## config.mk

```make
export PLATFORM = sky130hd
export DESIGN_NAME = regfile_scoreboard
export DESIGN_NICKNAME = d
export VERILOG_FILES = /design/src/rtl/regfile_scoreboard.sv
export SDC_FILE = /design/constraint.sdc
export NUM_CORES = 1
export LEC_CHECK = 0
export CAP_MARGIN = 20
export CELL_PAD_IN_SITES_DETAIL_PLACEMENT = 1
export CELL_PAD_IN_SITES_GLOBAL_PLACEMENT = 1
export CORE_UTILIZATION = 40
export DETAILED_ROUTE_END_ITERATION = 12
export PLACE_DENSITY_LB_ADDON = 0.08
export SETUP_SLACK_MARGIN = 0.5
export SLEW_MARGIN = 20
export SYNTH_ARGS = -nofsm -noshare
export SYNTH_HDL_FRONTEND = slang
export SYNTH_SLANG_ARGS = --single-unit
```

## constraint.sdc

```tcl
create_clock -name clk -period 5.51 [get_ports clk]
set_input_delay 1.3775 -clock clk [delete_from_list [all_inputs] [get_ports clk]]
set_output_delay 1.3775 -clock clk [all_outputs]
set_load 0.01 [all_outputs]
```

## src/rtl/regfile_scoreboard.sv

```systemverilog
// regfile_scoreboard: NREGS x WIDTH register file with two async read ports,
// one sync write port, r0 hardwired to zero, optional writeback bypass and a
// per-register busy scoreboard used by issue to stall on RAW/WAW hazards.
//
// Ports:
//   clk, rst_n          clock, async active-low reset (clears mem and busy)
//   we3, wa3, wd3       writeback enable / address / data
//   ra1, ra2            read addresses
//   rd1, rd2            read data (combinational)
//   iss_valid, iss_rd   issuing instruction valid / destination register
//   busy1, busy2        effective busy of ra1 / ra2 (combinational)
//   stall               issue must hold this cycle (combinational)
//   any_busy            OR of registered busy bits
module regfile_scoreboard #(
  parameter int unsigned WIDTH  = 8,
  parameter int unsigned NREGS  = 8,
  parameter bit          BYPASS = 1'b1,
  localparam int unsigned AW    = $clog2(NREGS)
) (
  input  logic             clk,
  input  logic             rst_n,
  input  logic             we3,
  input  logic [AW-1:0]    wa3,
  input  logic [WIDTH-1:0] wd3,
  input  logic [AW-1:0]    ra1,
  input  logic [AW-1:0]    ra2,
  output logic [WIDTH-1:0] rd1,
  output logic [WIDTH-1:0] rd2,
  input  logic             iss_valid,
  input  logic [AW-1:0]    iss_rd,
  output logic             busy1,
  output logic             busy2,
  output logic             stall,
  output logic             any_busy
);

  logic [WIDTH-1:0] mem_q [NREGS];
  logic [NREGS-1:0] busy_q;
  logic [NREGS-1:0] busy_d;
  logic [NREGS-1:0] fwd_clr;
  logic [NREGS-1:0] beff;
  logic             wr_en;
  logic             issue;
  logic             waw;

  // Writes to r0 are dropped entirely.
  assign wr_en = we3 && (wa3 != '0);

  // Registers whose busy bit is hidden by a same-cycle forwarded writeback.
  always_comb begin
    fwd_clr = '0;
    if (BYPASS && wr_en) begin
      fwd_clr[wa3] = 1'b1;
    end
  end

  assign beff  = busy_q & ~fwd_clr;
  assign busy1 = beff[ra1];
  assign busy2 = beff[ra2];
  assign waw   = (iss_rd != '0) && beff[iss_rd];
  assign stall = iss_valid && (busy1 || busy2 || waw);
  assign issue = iss_valid && !stall && (iss_rd != '0);
  assign any_busy = |busy_q;

  // Read port 1; reset forces zero so a bypassed wd3 cannot leak out.
  always_comb begin
    rd1 = '0;
    if (rst_n && (ra1 != '0)) begin
      if (BYPASS && we3 && (wa3 == ra1)) begin
        rd1 = wd3;
      end else begin
        rd1 = mem_q[ra1];
      end
    end
  end

  // Read port 2.
  always_comb begin
    rd2 = '0;
    if (rst_n && (ra2 != '0)) begin
      if (BYPASS && we3 && (wa3 == ra2)) begin
        rd2 = wd3;
      end else begin
        rd2 = mem_q[ra2];
      end
    end
  end

  // Scoreboard next state: writeback clears, issue sets afterwards so set wins.
  always_comb begin
    busy_d = busy_q;
    if (wr_en) begin
      busy_d[wa3] = 1'b0;
    end
    if (issue) begin
      busy_d[iss_rd] = 1'b1;
    end
    busy_d[0] = 1'b0;
  end

  // Register storage.
  always_ff @(posedge clk or negedge rst_n) begin
    if (!rst_n) begin
      for (int i = 0; i < int'(NREGS); i++) begin
        mem_q[i] <= '0;
      end
    end else if (wr_en) begin
      mem_q[wa3] <= wd3;
    end
  end

  // Busy scoreboard.
  always_ff @(posedge clk or negedge rst_n) begin
    if (!rst_n) begin
      busy_q <= '0;
    end else begin
      busy_q <= busy_d;
    end
  end

endmodule

```

* Word-level counts from Yosys, hierarchy flattened
Cells that the tools add are included.
** Cells by class
- Magnitude comparators :: 10
- Eq/ne operators :: 2
- Multiplexer cells :: 26
- Bitwise operators :: 8
- Reductions and logical operators :: 20
** Operators with widths (number)
- 8-bit 2-to-1 mux :: 12
- 64-bit bitwise mux :: 1
- 8-bit binary-select mux with 3-bit select :: 2
- 8-bit demux with 3-bit select :: 1
- 8-bit bitwise AND :: 2
- 3-bit by 4-bit less-than comparator with 1-bit output, second input constant :: 4
- 8-bit NOT :: 2
- 4-bit >= comparator, second input constant :: 3
- 1-bit logical AND :: 12
- 3-bit NOT with 4-bit output :: 3
- 3-bit nonzero test :: 4
- 1-bit binary-select mux with 3-bit select :: 3
- 8-bit bitwise OR :: 1
- 7-bit OR reduction :: 1
- 1-bit demux with 3-bit select :: 2
- 3-bit == test :: 2
- 3-bit by 1-bit >= comparator with 1-bit output, second input constant :: 2
- 1-bit 2-to-1 mux :: 5
- 4-bit by 1-bit less-than comparator with 1-bit output, second input constant :: 1
- 1-bit logical OR :: 2
- 1-bit zero test :: 1
** Storage, ports and cells
- Register bits after elaboration :: 71
- Input bits :: 24
- Output and inout bits :: 20
- Logic and storage cells :: 75

* Longest topological paths before layout
- Depth in word-level cells :: 16
- Depth in mapped cells :: 7
- Gate-level depth less buffers :: 5

* Worst setup path after synthesis
Ideal clock, no wire load.
- Path type :: in2out
- Start :: input port we3
- End :: output port stall
- Data arrival time :: 2811 ps
- Required time :: 4133 ps
- Path slack :: 1322 ps
- Stages on the path :: 7
- Buffers on the path :: 2
- Cells stage by stage :: buf_4 -> and4bb_1 -> buf_6 -> nand2b_4 -> o2111a_1 -> o32ai_4 -> o21a_1
** On the way
- Word-level cells in the longest chain between the ends :: 9
- Elaborated cells between the ends (all ways) :: 14
- Those cells by class :: mux: 7; bitwise: 2; reduce/logical: 5
** RTL lines
- from (decl) :: RTL line 22 : input logic we3,
- 1-bit logical AND (*) :: RTL line 47 : assign wr_en = we3 && (wa3 != '0);
- 8-bit 2-to-1 mux (*) :: RTL line 52 : if (BYPASS && wr_en) begin
- 8-bit NOT (*) :: RTL line 57 : assign beff = busy_q & ~fwd_clr;
- 8-bit bitwise AND (*) :: RTL line 57
- 1-bit binary-select mux with 3-bit select, on equally long branches :: RTL line 58, 59, 60
- 1-bit 2-to-1 mux, on equally long branches :: RTL line 58, 59, 60
- 1-bit logical OR or 1-bit logical AND (tied branches) :: RTL line 61, 60
- 1-bit logical OR (*) :: RTL line 61 : assign stall = iss_valid && (busy1 || busy2 || waw);
- 1-bit logical AND (*) :: RTL line 61
- to (decl) :: RTL line 33 : output logic stall,
Mark *: on every way between the ends. The rest lies on a longest branch, timed or not. The select of a mux whose other input is x is not followed.

* Final worst setup path
- Start :: input port ra1[0]
- End :: output port rd1[4]
** On the way
- Word-level cells in the longest chain between the ends :: 6
- Elaborated cells between the ends (all ways) :: 10
- Those cells by class :: eq/ne: 1; mux: 5; bitwise: 1; reduce/logical: 3
** RTL lines
- from (decl) :: RTL line 25 : input logic [AW-1:0] ra1,
- 3-bit NOT with 4-bit output (implied by the code) :: RTL line 72 : rd1 = mem_q[ra1];
- 8-bit binary-select mux with 3-bit select :: RTL line 72
- 8-bit 2-to-1 mux (implied by the code) (2 in series) :: RTL line 72
- 8-bit 2-to-1 mux :: RTL line 69 : if (BYPASS && we3 && (wa3 == ra1)) begin
- 8-bit 2-to-1 mux (*) :: RTL line 68 : if (rst_n && (ra1 != '0)) begin
- to (decl) :: RTL line 27 : output logic [WIDTH-1:0] rd1,
Marked as above.

==> impl_metrics.env <==
export IMPL_cts_sinks=71
export IMPL_cap_violations=0
export IMPL_start_util_pct=41.6
export IMPL_synth_seq_area_share_pct=41.0
export IMPL_final_hold_viol_count=0
export IMPL_ys_warnings_count=0
export IMPL_synth_top_area_cell="dfrtp_1"
export IMPL_ys_flop_type="dfrtp_1"
export IMPL_ys_seq_elements=71
export IMPL_p_per_area_nw_per_um2=304
export IMPL_n_antenna_cell=0
export IMPL_grt_antenna_before_repair=0
export IMPL_slew_headroom_pct=53.0
export IMPL_synth_area_leaders="dfrtp_1 (41%), mux4_2 (17%), mux2_2 (12%), mux2i_1 (3.7%), nand2_1 (3.2%)"
export IMPL_crit_arrival_ps=3510
export IMPL_fmax_mhz=205
export IMPL_cts_tree="done"
export IMPL_worstPathCellList="dlygate4sd2_1 > buf_4 > mux4_2 > mux2i_1 > a211oi_1 > clkdlybuf4s50_1"
export IMPL_htreeDepth=3
export IMPL_final_area_um2=5140
export IMPL_final_cell_mix="dfrtp_1 (71), mux2_2 (48), nand2_1 (37), clkdlybuf4s50_1 (33), mux4_2 (32)"
export IMPL_wirelength_mm=11.9
export IMPL_place_area_um2=4910
export IMPL_ys_async_sr_fraction_pct=100
export IMPL_layout_cells_non_filler=530
export IMPL_dp_cells=512
export IMPL_status="finished, final reports clean"
export IMPL_netlist_area_um2=4330
export IMPL_ant_nets=0
export IMPL_die_area_um2=11300
export IMPL_cp_start_kind="input port"
export IMPL_layout_min_cycle_time_ps=4890
export IMPL_fin_crit_sh_pct=88.7
export IMPL_p_total_mw=1.56
export IMPL_gr_total_overflow=0
export IMPL_root_buffer="clkbuf_8"
export IMPL_maxSlewViolCount=0
export IMPL_cts_buffer_depth=2
export IMPL_clk_pin_slew_ps=80
export IMPL_vias_per_cell=5.76
export IMPL_numCtsBuffers=9
export IMPL_first_global_vias=3313
export IMPL_die_w_um=106
export IMPL_gp_congestion=0.808
export IMPL_synth_avg_cell_area_um2=12.6
export IMPL_yosysUniqueCellTypes=40
export IMPL_synth_top_area_share_pct=41.0
export IMPL_worst_slew_pin_slew_ps=701
export IMPL_area_growth_pct=18.6
export IMPL_hp_class="reg2reg"
export IMPL_max_stage_delay_ps=530
export IMPL_rsz0062_at_grt="no"
export IMPL_worstPathRequired_ps=4130
export IMPL_cts_hold_buffers=0
export IMPL_drc=0
export IMPL_drt_iter0_markers=86
export IMPL_nNetsFinal=413
export IMPL_critPathMaxFanout=11
export IMPL_setup_viol=0
export IMPL_clk_latency_ps=360
export IMPL_finClkSkew_ps=1.04
export IMPL_synth_edf_count=0
export IMPL_vias=3055
export IMPL_synthCells=344
export IMPL_rows=37
export IMPL_grt_max_degree=39
export IMPL_io_buffers=43
export IMPL_io_pins=44
export IMPL_wl_per_cell_um=22.4
export IMPL_syn_nets=368
export IMPL_hpwlAfterDp_mm=8.71
export IMPL_setup_tns_ps=0
export IMPL_drt_first_pass_iters=4
export IMPL_crit_path_end_kind="output port"
export IMPL_fp_coreArea_um2=10400
export IMPL_grt_total_usage_pct=23.2
export IMPL_slowest_stage="clkdlybuf4s50_1"
export IMPL_die_y_um=106
export IMPL_p_leak_nw=2.14
export IMPL_grt_pass1_wl_mm=19.1
export IMPL_final_common_cell="dfrtp_1"
export IMPL_layout_drive_gt1_share_pct=35.5
export IMPL_ir_worst_vdd_mv=0.217
export IMPL_worstSetupPathType="in2out"
[power breakdown]
part	internal [mW]	switching, mW
clock network	0.210	0.202
logic	0.262	0.183
registers	0.622	0.0834
[repair_timing]
item,4_1_cts,5_1_grt
pin swaps,1,0
setup endpoints to repair,15,14
resized for setup,11,12
gates cloned,0,0
buffers inserted,2,0
[cell usage after synthesis (4+ instances only)]
cell type	instances
dfrtp_1	71
mux2_2	48
nand2_1	37
mux4_2	32
clkbuf_1	20
nor2_1	18
a211oi_1	17
mux2i_1	16
buf_6	10
buf_2	6
xnor2_1	6
buf_4	5
o31ai_1	5
nand3_1	4
or2b_1	4
[kinds of logic (layout without fill, tap and decap cells)]
kind of cell | Yosys count | after routing | share of synthesized area, %
AO/OA/AOI/OAI | 42 | 42 | 8.63
XOR/XNOR | 6 | 6 | 1.21
buffers and inverters | 44 | 94 | 6.15
flip-flops | 71 | 71 | 41.0
multiplexers | 96 | 96 | 32.8
AND/OR/NAND/NOR | 85 | 85 | 10.2
[area by class of cell]
| type | instances | area, µm² |
|---|---|---|
| fillers | 1095 | 5280 |
| multi-input cells | 229 | 2320 |
| flip-flops and latches | 71 | 1780 |
| repair buffers | 75 | 674 |
| well taps | 136 | 170 |
| clock buffers | 13 | 139 |
| clock inverters | 3 | 43.8 |
| inverters | 3 | 11.3 |
[sequential cells by signal, summed over array words and instances, names as in the netlist]
signal  flops
mem_q      64
busy_q      7
[worst max-delay path, delay by kind of cell]
kind	cells	cell delay, ps
multiplexers	2	690
AO/OA/AOI/OAI	1	120
buffers and inverters	3	1310
[routing by layer]
metal	GRT usage (%)	wire length [µm]	up-vias
met3	4.11	347	8
met1	29.7	5140	1604
met5	0	0	-
met2	40.2	6250	55
met4	6.55	132	0
li1	-	-	1388
[path summary, 6_finish.rpt]
| check | start | to | slack, ps | cells after the start |
|---|---|---|---|---|
| max in group asynchronous | rst_n | mem_q[29] | 3950 | 2 |
| worst min register to register | mem_q[58] | mem_q[58] | 400 | 0 |
| worst min-delay path | mem_q[58] | mem_q[58] | 400 | 0 |
| min in group asynchronous | rst_n | mem_q[56] | 1180 | 2 |
| worst max-delay path | ra1[0] | rd1[4] | 620 | 6 |
| worst max register to register | busy_q[6] | busy_q[4] | 3630 | 6 |
[stage by stage]
stage	hold slack (ps)	setup WS, ps	utilization, %
after detailed placement	384	233	47.1
after global routing	413	522	49.3
after global placement	377	287	47.1
after CTS	402	483	49.2
final	397	622	49.3
after floorplan	441	1320	-
No activity file was read; power rests on OpenSTA's default activity.
